**config.mk**
```make
export PLATFORM = sky130hd
export DESIGN_NAME = warp_scan_ctrl
export DESIGN_NICKNAME = d
export VERILOG_FILES = /design/src/rtl/warp_pkg.sv /design/src/rtl/warp_pix_fifo.sv /design/src/rtl/warp_scan_ctrl.sv
export SDC_FILE = /design/constraint.sdc
export NUM_CORES = 1
export LEC_CHECK = 0
export CORE_UTILIZATION = 51
export CTS_BUF_LIST = sky130_fd_sc_hd__clkbuf_16
export DETAILED_ROUTE_END_ITERATION = 8
export PLACE_DENSITY_LB_ADDON = 0.1
export REMOVE_ABC_BUFFERS = 1
export SKIP_CTS_REPAIR_TIMING = 1
export SYNTH_ARGS = -nofsm -noshare
export SYNTH_HDL_FRONTEND = slang
export SYNTH_SLANG_ARGS = --single-unit
```
**constraint.sdc**
```tcl
create_clock -name iCLK -period 4.8 [get_ports iCLK]
set_clock_uncertainty 0.1 [all_clocks]
set_input_delay 1.44 -clock iCLK [delete_from_list [all_inputs] [get_ports iCLK]]
set_output_delay 1.44 -clock iCLK [all_outputs]
set_load 0.02 [all_outputs]
```
**src/rtl/warp_pkg.sv**
```systemverilog
// Shared definitions for the warp scan controller: default geometry, FSM
// state encoding and the RGB565 pixel type.
package warp_pkg;

  localparam int unsigned H_ACT_DEFAULT      = 640;
  localparam int unsigned V_ACT_DEFAULT      = 480;
  localparam int unsigned FIFO_DEPTH_DEFAULT = 8;
  localparam int unsigned PIPE_LAT_DEFAULT   = 3;

  localparam int unsigned PIX_W = 16;

  typedef enum logic [1:0] {
    ST_IDLE  = 2'd0,
    ST_SCAN  = 2'd1,
    ST_DRAIN = 2'd2,
    ST_DONE  = 2'd3
  } scan_state_e;

  typedef struct packed {
    logic [4:0] r;
    logic [5:0] g;
    logic [4:0] b;
  } pix_t;

  function automatic logic is_pow2(input int unsigned v);
    return (v != 0) && ((v & (v - 1)) == 0);
  endfunction

endpackage

```
**src/rtl/warp_pix_fifo.sv**
```systemverilog
// Show-ahead pixel FIFO with occupancy count. A push into a full FIFO is
// accepted only when a pop frees a slot in the same cycle; otherwise it drops.
module warp_pix_fifo
  import warp_pkg::*;
#(
  parameter int unsigned DEPTH = FIFO_DEPTH_DEFAULT,
  localparam int unsigned AW = $clog2(DEPTH),
  localparam int unsigned CW = $clog2(DEPTH + 1)
) (
  input  logic             clk_i,
  input  logic             rst_i,
  input  logic             push_i,
  input  logic [PIX_W-1:0] push_data_i,
  input  logic             pop_i,
  output logic [PIX_W-1:0] rd_data_o,
  output logic             empty_o,
  output logic             drop_o,
  output logic [CW-1:0]    count_o
);

  logic [PIX_W-1:0] mem_q [DEPTH];
  logic [AW-1:0]    wr_ptr_q, wr_ptr_d;
  logic [AW-1:0]    rd_ptr_q, rd_ptr_d;
  logic [CW-1:0]    count_q, count_d;
  logic             full;
  logic             pop_ok;
  logic             push_ok;

  assign empty_o   = (count_q == '0);
  assign full      = (count_q == CW'(DEPTH));
  assign pop_ok    = pop_i && !empty_o;
  assign push_ok   = push_i && (!full || pop_ok);
  assign drop_o    = push_i && !push_ok;
  assign rd_data_o = mem_q[rd_ptr_q];
  assign count_o   = count_q;

  always_comb begin
    wr_ptr_d = wr_ptr_q;
    rd_ptr_d = rd_ptr_q;
    count_d  = count_q;
    if (push_ok) wr_ptr_d = wr_ptr_q + AW'(1);
    if (pop_ok)  rd_ptr_d = rd_ptr_q + AW'(1);
    case ({push_ok, pop_ok})
      2'b10:   count_d = count_q + CW'(1);
      2'b01:   count_d = count_q - CW'(1);
      default: count_d = count_q;
    endcase
  end

  always_ff @(posedge clk_i or posedge rst_i) begin
    if (rst_i) begin
      wr_ptr_q <= '0;
      rd_ptr_q <= '0;
      count_q  <= '0;
    end else begin
      wr_ptr_q <= wr_ptr_d;
      rd_ptr_q <= rd_ptr_d;
      count_q  <= count_d;
    end
  end

  // Storage needs no reset: the read side is qualified by empty_o.
  always_ff @(posedge clk_i) begin
    if (push_ok) mem_q[wr_ptr_q] <= push_data_i;
  end

endmodule

```
**src/rtl/warp_scan_ctrl.sv**
```systemverilog
// Raster scan controller: issues destination coordinates to the warp datapath
// under FIFO credit, buffers returned pixels and streams them to the sink.
module warp_scan_ctrl
  import warp_pkg::*;
#(
  parameter int unsigned H_ACT      = H_ACT_DEFAULT,
  parameter int unsigned V_ACT      = V_ACT_DEFAULT,
  parameter int unsigned FIFO_DEPTH = FIFO_DEPTH_DEFAULT,
  parameter int unsigned PIPE_LAT   = PIPE_LAT_DEFAULT
) (
  input  logic       iCLK,
  input  logic       iRST,
  input  logic       iFRAME_START,
  output logic       oBUSY,
  output logic       oFRAME_DONE,
  output logic       oSTART,
  output logic [9:0] oX,
  output logic [9:0] oY,
  input  logic       iH_READY,
  input  logic [4:0] iR,
  input  logic [5:0] iG,
  input  logic [4:0] iB,
  output logic       oPIX_VALID,
  input  logic       iPIX_READY,
  output logic [4:0] oPIX_R,
  output logic [5:0] oPIX_G,
  output logic [4:0] oPIX_B,
  output logic       oPIX_EOL,
  output logic       oPIX_LAST,
  output logic       oOVF,
  output logic [1:0] oSTATE
);

  localparam int unsigned OW = $clog2(FIFO_DEPTH + 1);
  localparam logic [9:0]  X_LAST = 10'(H_ACT - 1);
  localparam logic [9:0]  Y_LAST = 10'(V_ACT - 1);

  if (!is_pow2(FIFO_DEPTH) || (FIFO_DEPTH < 4) || (PIPE_LAT < 1)) begin : g_bad_param
    $error("warp_scan_ctrl: FIFO_DEPTH must be a power of 2 >= 4 and PIPE_LAT >= 1");
  end

  scan_state_e   state_q;
  logic [9:0]    x_q, y_q;
  logic [9:0]    x_out_q, y_out_q;
  logic          start_q, busy_q, done_q;
  logic [OW-1:0] outst_q, outst_d;
  logic          ovf_q, ovf_d;
  logic [9:0]    ox_q, oy_q;

  logic [OW-1:0] fifo_count;
  logic          fifo_empty;
  logic          fifo_drop;
  pix_t          push_pix, rd_pix;
  logic          pop;
  logic [OW:0]   in_use;
  logic          issue;
  logic          ret_ok;
  logic          stray_ret;

  // Sink handshake: a pixel transfers on a rising edge where oPIX_VALID and
  // iPIX_READY are both high; while VALID is high without READY the pixel
  // fields hold. VALID never depends on READY.
  assign push_pix   = '{r: iR, g: iG, b: iB};
  assign oPIX_VALID = !fifo_empty;
  assign pop        = oPIX_VALID && iPIX_READY;

  warp_pix_fifo #(
    .DEPTH (FIFO_DEPTH)
  ) u_fifo (
    .clk_i       (iCLK),
    .rst_i       (iRST),
    .push_i      (iH_READY),
    .push_data_i (push_pix),
    .pop_i       (pop),
    .rd_data_o   (rd_pix),
    .empty_o     (fifo_empty),
    .drop_o      (fifo_drop),
    .count_o     (fifo_count)
  );

  // Every issued coordinate owns a FIFO slot until its pixel leaves, so the
  // datapath can never return more than the FIFO can hold.
  assign in_use    = {1'b0, fifo_count} + {1'b0, outst_q};
  assign issue     = (state_q == ST_SCAN) && (in_use < (OW + 1)'(FIFO_DEPTH));
  assign ret_ok    = iH_READY && (outst_q != '0);
  assign stray_ret = iH_READY && (outst_q == '0);

  always_ff @(posedge iCLK or posedge iRST) begin
    if (iRST) begin
      state_q <= ST_IDLE;
      x_q     <= '0;
      y_q     <= '0;
      x_out_q <= '0;
      y_out_q <= '0;
      start_q <= 1'b0;
      busy_q  <= 1'b0;
      done_q  <= 1'b0;
    end else begin
      start_q <= 1'b0;
      done_q  <= 1'b0;
      case (state_q)
        ST_IDLE: begin
          if (iFRAME_START) begin
            state_q <= ST_SCAN;
            busy_q  <= 1'b1;
            x_q     <= '0;
            y_q     <= '0;
          end
        end
        ST_SCAN: begin
          if (issue) begin
            start_q <= 1'b1;
            x_out_q <= x_q;
            y_out_q <= y_q;
            if (x_q == X_LAST) begin
              x_q <= '0;
              if (y_q == Y_LAST) begin
                y_q     <= '0;
                state_q <= ST_DRAIN;
              end else begin
                y_q <= y_q + 10'd1;
              end
            end else begin
              x_q <= x_q + 10'd1;
            end
          end
        end
        ST_DRAIN: begin
          if ((outst_q == '0) && fifo_empty) begin
            state_q <= ST_DONE;
            done_q  <= 1'b1;
          end
        end
        ST_DONE: begin
          state_q <= ST_IDLE;
          busy_q  <= 1'b0;
        end
        default: begin
          state_q <= ST_IDLE;
          busy_q  <= 1'b0;
        end
      endcase
    end
  end

  // A return with nothing outstanding is spurious: it is flagged and does not
  // cancel a coordinate being issued in the same cycle.
  always_comb begin
    outst_d = outst_q;
    case ({issue, ret_ok})
      2'b10:   outst_d = outst_q + OW'(1);
      2'b01:   outst_d = outst_q - OW'(1);
      default: outst_d = outst_q;
    endcase
    ovf_d = ovf_q || stray_ret || fifo_drop;
  end

  always_ff @(posedge iCLK or posedge iRST) begin
    if (iRST) begin
      outst_q <= '0;
      ovf_q   <= 1'b0;
    end else begin
      outst_q <= outst_d;
      ovf_q   <= ovf_d;
    end
  end

  always_ff @(posedge iCLK or posedge iRST) begin
    if (iRST) begin
      ox_q <= '0;
      oy_q <= '0;
    end else if (pop) begin
      if (ox_q == X_LAST) begin
        ox_q <= '0;
        oy_q <= (oy_q == Y_LAST) ? 10'd0 : oy_q + 10'd1;
      end else begin
        ox_q <= ox_q + 10'd1;
      end
    end
  end

  assign oBUSY       = busy_q;
  assign oFRAME_DONE = done_q;
  assign oSTART      = start_q;
  assign oX          = x_out_q;
  assign oY          = y_out_q;
  assign oOVF        = ovf_q;
  assign oSTATE      = state_q;
  assign oPIX_R      = oPIX_VALID ? rd_pix.r : 5'd0;
  assign oPIX_G      = oPIX_VALID ? rd_pix.g : 6'd0;
  assign oPIX_B      = oPIX_VALID ? rd_pix.b : 5'd0;
  assign oPIX_EOL    = oPIX_VALID && (ox_q == X_LAST);
  assign oPIX_LAST   = oPIX_EOL && (oy_q == Y_LAST);

endmodule

```
==> metrics.txt <==
status complete, no violations; Iteration-0 DRC Markers between 200 and 250; Post-Place Cells between 900 and 1000; Detailed Route WL 17400 microns; Worst Path Max Fanout 20; crit path DAT about 2.6 ns; Die Y approximately 130 microns; multi-input logic area ~2900 sq um; critical path class flip-flop to primary output; R2R depth 8; wire length per cell 18.0 microns; Power Density 596 nW/um^2; Via Count ~5400; Final Cell Area 10700 sq um; Final Critical Period 4.12 ns; number of fill cells between 1000 and 1500; Post-synth EDFFs about 130; die extent in x ~130 microns; DR DRC count 0; Async SR Flop Fraction 38.5%; crit end category primary output; total chip power about 6.4 mW; Reg area 5850 sq um; Clk Latency, worst-skew pair 0.50 ns; worst slew pin tran roughly 0.72 ns; cell area after synthesis ~8900 sq um; Final Hold Fails 0; TritonCTS Buffers 22; fin crit share a little under nine tenths; Max IR drop VDD 0.000513 V; Maximum Capacitance Violations 0; RSZ-0062 raised after global routing no; register clock-pin slew on the reported worst setup and hold paths about 0.060 ns; Nets slightly below 800; post-synthesis sequential area ratio roughly two thirds; GPL Wtd Cong between 0.8 and 0.9; class of the worst hold path flip-flop to flip-flop; Worst EP required between 3 and 4 ns; First-pass DRT Iterations 5; diode count 0; Vias per Instance about 5.6; gr ovfl total 0; f_max ~240 MHz; startpoint types flip-flop; CTS tree done; final std cells w/o fill slightly below 1000; Num Clock Sinks ~210; Mean Syn Cell Area between 10 and 15 sq um; clk root buf clkbuf_16; Placeable Area approximately 17000 sq um; PortBufs between 60 and 70; Synth Flop Type edfxtp_1; Mapped Cells 640; fraction of layout cells with a size suffix above 1 a little over an eighth; overall routing resource usage roughly a fifth; area grow syn2layout 19.3%; vias in the first global route about 5400; Pins Over Slew Limit 0; commonest cells after routing, fill and taps aside 128 x edfxtp_1, 103 x nand2_1, 79 x dfrtp_1; Synth cell types between 50 and 60; WHS Path Cells 1; normalized max-slew margin 51.9%; antenna violations before repair 0; die area between 15000 and 20000 sq um; area post-placement 9960 sq um; Synth Register Bits approximately 210; setup_tns 0 ns; YS warnings 0; WHS 0.365 ns; post-detail-place hpwl approximately 11000 microns; P_leak 4.13 nW; commonest non-fill, non-tap cell in the layout edfxtp_1; endpoints failing setup 0; H-tree Lvls 1; # IOs 66; CTS max path bufs 3; remaining antenna violation count after routing 0; num rows 48; first-pass GRT wire length roughly 28000 microns; Initial Util 51.9%; largest net degree at the start of global routing 37
-- logic make-up after synthesis --
logic type / after synthesis / synth area share (%)
xor gates and xnor gates: 19 / 1.86
AOI/OAI and AO/OA: 78 / 5.52
buffers and inverters: 41 / 1.89
muxes: 54 / 10.5
adders and majority gates: 21 / 3.10
and+or+nand+nor: 219 / 11.7
DFF: 208 / 65.3
-- layout make-up --
| type | instances | share of cell area (%) |
|---|---|---|
| multi-input cells | 391 | 27.6 |
| flip-flops and latches | 208 | 54.8 |
| inverters | 19 | 0.680 |
| well taps | 225 | 2.64 |
| clock inverters | 18 | 1.54 |
| clock buffers | 22 | 5.16 |
| repair buffers | 85 | 7.62 |
-- cells in the mapped netlist (4+ instances only) --
master / number / area share [%]
a31oi_1: 4 / 0.28
nor3_1: 8 / 0.45
inv_1: 17 / 0.71
xnor2_1: 12 / 1.2
ha_1: 19 / 2.7
nor4_1: 5 / 0.35
o21ai_0: 31 / 1.7
nor2b_1: 4 / 0.28
nand3_1: 15 / 0.84
a21oi_1: 16 / 0.90
o31ai_1: 9 / 0.76
clkbuf_1: 14 / 0.59
nand3b_1: 5 / 0.42
nand4_1: 5 / 0.35
a21o_1: 4 / 0.34
or3_1: 8 / 0.56
dfrtp_1: 80 / 22
mux2i_1: 20 / 2.2
nand2_1: 103 / 4.3
edfxtp_1: 128 / 43
mux4_2: 32 / 8.1
buf_2: 6 / 0.34
xor2_1: 7 / 0.69
nor2_1: 39 / 1.6
nand2b_1: 9 / 0.63
-- worst max-delay path, stage by stage, from the launching register on --
cell	delay, ns
dfrtp_2	0.36
buf_4	0.38
mux4_2	0.56
mux2i_1	0.14
nor2_1	0.09
clkdlybuf4s50_1	0.55
-- where the power goes --
part	internal, mW	leakage, nW	switching [mW]
Clock	0.994	0.371	0.660
Combinational	1.01	1.58	1.23
Sequential	2.22	2.18	0.245
-- routing by layer --
layer	share of wire, %	track usage (%)	up-vias
li1	-	-	2546
met1	46	29.3	2711
met2	49	32.6	106
met3	3.7	2.67	28
met4	1.7	5.31	0
met5	0	0	-
-- flip-flops by register name (all words and copies together) (netlist names) --
signal           flops
oSTART               1
u_fifo.mem_q       128
u_fifo.wr_ptr_q      3
oFRAME_DONE          1
y_q                 10
oy_q                10
oBUSY                1
oX                  10
u_fifo.count_o       4
x_q                 10
outst_q              4
oSTATE               2
u_fifo.rd_ptr_q      3
oY                  10
ox_q                10
oOVF                 1
-- path summary, 6_finish.rpt --
path                                                      from                  to  slack, ns
worst max-delay path            u_fifo.rd_ptr_q[0]$_DFFE_PP0P_           oPIX_B[3]       0.68
worst max register to register           oSTATE[1]$_DFFE_PP0P_  y_q[6]$_DFFE_PP0P_       1.64
min in group asynchronous                                 iRST  x_q[6]$_DFFE_PP0P_       1.10
worst min register to register                  oOVF$_DFF_PP0_      oOVF$_DFF_PP0_       0.37
worst min-delay path                            oOVF$_DFF_PP0_      oOVF$_DFF_PP0_       0.37
max in group asynchronous                                 iRST   oX[4]$_DFFE_PP0P_       2.76
-- metrics by stage --
| stage | utilization [%] | setup WS (ns) |
|---|---|---|
| 2_1_floorplan | - | 0.540 |
| 3_3_place_gp | 57.8 | 0.950 |
| 3_5_place_dp | 57.8 | 0.894 |
| 4_1_cts | 61.9 | 0.642 |
| 5_1_grt | 61.9 | 0.526 |
| 6_report | 61.9 | 0.682 |
Power figures use the tool's default switching activity.
==> RTL edit, RTL diff (config.mk and constraints unchanged) <==
The package constant `FIFO_DEPTH_DEFAULT` goes from 8 to 32.
--- a/src/rtl/warp_pkg.sv
+++ b/src/rtl/warp_pkg.sv
@@ -4,7 +4,7 @@
 
   localparam int unsigned H_ACT_DEFAULT      = 640;
   localparam int unsigned V_ACT_DEFAULT      = 480;
-  localparam int unsigned FIFO_DEPTH_DEFAULT = 8;
+  localparam int unsigned FIFO_DEPTH_DEFAULT = 32;
   localparam int unsigned PIPE_LAT_DEFAULT   = 3;
 
   localparam int unsigned PIX_W = 16;
Function: no difference found for any inputs over 4 cycles, from zero or initial values and one cycle with iRST high; that may be too few to reach the edited logic, so the function may still have changed.
==> RTL edit against the unedited design <==
Area after synthesis grew to 2.7 times the old value; wire length grew to 3.1 times the old value; design area grew to 2.6 times the old value; sequential cell count is 392 higher; fmax is 12% lower; non-clock buffer count is 85 higher; worst setup slack worse by 0.56 ns; total power grew to 2.6 times the old value; largest power group unchanged.
==> RTL edit: results (changes against the unedited design) <==
[run_status]
status=finished, final reports clean

[placement]
gp_congestion=0.838  ; +0.49%
io_buffers=65  ; unchanged
hpwl_mm=33.8  ; +200%
dp_cells=1981  ; +110%
place_ws_ns=0.238  ; -0.655 ns

[worst_hold_path]
min_from=oy_q[9]
holdPathEnd=oy_q[9]

[clock_network]
cts_buffer_depth=3  ; unchanged
clk_latency_ns=0.62  ; +0.12 ns
cts_made_buffers=59  ; +170%
clkTransAtPathRegs_ns=0.06  ; about the same
htree_levels=2  ; +1

[yosys]
ys_seq_area_frac=0.732  ; +0.0790
yosys-top-cells-count=edfxtp_1 (512), mux4_2 (128), dfrtp_1 (88)
yosysMostFrequentCell=edfxtp_1
synth-main-ff-cell=edfxtp_1
synth_cells=1268  ; +98%
async_flop_share=0.147  ; -0.238
synth_cell_type_count=64  ; +19%
synth.area.top_cells=edfxtp_1 (64%), mux4_2 (12%), dfrtp_1 (9.2%)
synth_edf_count=512  ; +300%

[timing]
slew_headroom=0.192  ; -0.327

[route]
vias=12600  ; +130%
drtIter0Drc=1325  ; +430%
first_pass_iters=5  ; unchanged
drt-total-wl_mm=54.1  ; +210%
via_per_inst=6.07  ; +9.0%

[cells_and_area]
largest_reg_flops=512  ; +300%
drive_gt1_frac=0.263  ; +0.127
nets=1486  ; +93%
fillers=3407  ; +170%

[worst_setup_path]
reg2reg_slack_ns=1.53  ; -0.11 ns
r2r-end=u_fifo.count_o[5]
slowest_delay_ns=0.52  ; -0.04 ns
arrival_ns=3.14  ; +0.56 ns
critical-path-top-delay-family=compound AO/OA/AOI/OAI gates
rr_worst_depth=10  ; +2
timing.rr.start=u_fifo.count_o[0]
cp_max_fo=21  ; +5.0%

[grt]
grt_pass1_wl_mm=80.7  ; +180%
antenna_found_initial=1  ; +1
grt_max_degree=58  ; +57%
grt_usage=0.234  ; +0.0314

[power]
ir_drop_uv=536  ; +4.6%
leakage_nw=9.79  ; +140%

==> RTL edit: cell count changes after synthesis, sizes merged, moves of 12 or more <==
cell    change
o22ai      +16
clkbuf     +22
a221oi     +32
mux4       +96
nor2       +12
buf        +20
mux2i      -19
edfxtp    +384
mux2       +19
nand2      -46
a22o       +30
==> RTL edit: layer usage <==
layer	global-route usage	routed length [um]
met2	0.380	26700
met1	0.328	23100
met3	0.0366	3060
met4	0.0690	1160
met5	0	12
==> RTL edit: power breakdown <==
part	total [mW]	switching [mW]	internal, mW
Clock	4.48	1.90	2.59
Sequential	6.41	0.290	6.12
Combinational	5.59	3.00	2.59
Total	16.5	5.19	11.3
==> RTL edit: layout make-up <==
type,count,area share
Clock buffer,59,0.0525
Clock inverter,41,0.0134
Inverter,23,0.00312
Multi-Input combinational cell,581,0.220
Sequential cell,600,0.626
Tap cell,607,0.0270
Timing Repair Buffer,170,0.0578
==> RTL edit: logic make-up (layout without fill, tap and decap cells) <==
logic type,count (synthesis),after routing,synth area share
buf+inv,87,293,0.0153
fa+ha+maj,30,30,0.0163
mux,150,150,0.130
flops,600,600,0.732
compound gates,171,171,0.0532
xor+xnor,26,26,0.00949
simple gates,204,204,0.0430
==> RTL edit: how the worst max path moves through the flow <==
stage / endpoint / depth (start not counted) / slack (ns) / startpoint
floorplan: oPIX_B[0] / 4 / -3.04 / u_fifo.rd_ptr_q[0]
global placement: oPIX_G[4] / 7 / 0.26 / u_fifo.rd_ptr_q[0]
detailed placement: oPIX_G[4] / 7 / 0.24 / u_fifo.rd_ptr_q[0]
CTS: oPIX_G[4] / 7 / -0.42 / u_fifo.rd_ptr_q[0]
global route: oPIX_B[1] / 7 / -0.004 / u_fifo.rd_ptr_q[0]
finish: oPIX_R[1] / 7 / 0.12 / u_fifo.rd_ptr_q[0]
==> RTL edit: worst register-to-register path, cell delays in order, from the launching register on <==
cell      delay [ns]
dfrtp_1         0.46
or4_1           0.58
o41a_1          0.51
inv_1           0.11
ha_1            0.37
ha_1            0.30
a21oi_1         0.19
o21ai_0         0.19
nand2_1         0.11
o211ai_1        0.10
xnor2_1         0.14
==> RTL edit: metrics by stage <==
step	instance area, sq um	hold WS [ns]
after global placement	26100	0.351
after CTS	28000	0.379
after global routing	28100	0.398
final	28100	0.374
after detailed placement	26100	0.368
after floorplan	23700	0.334
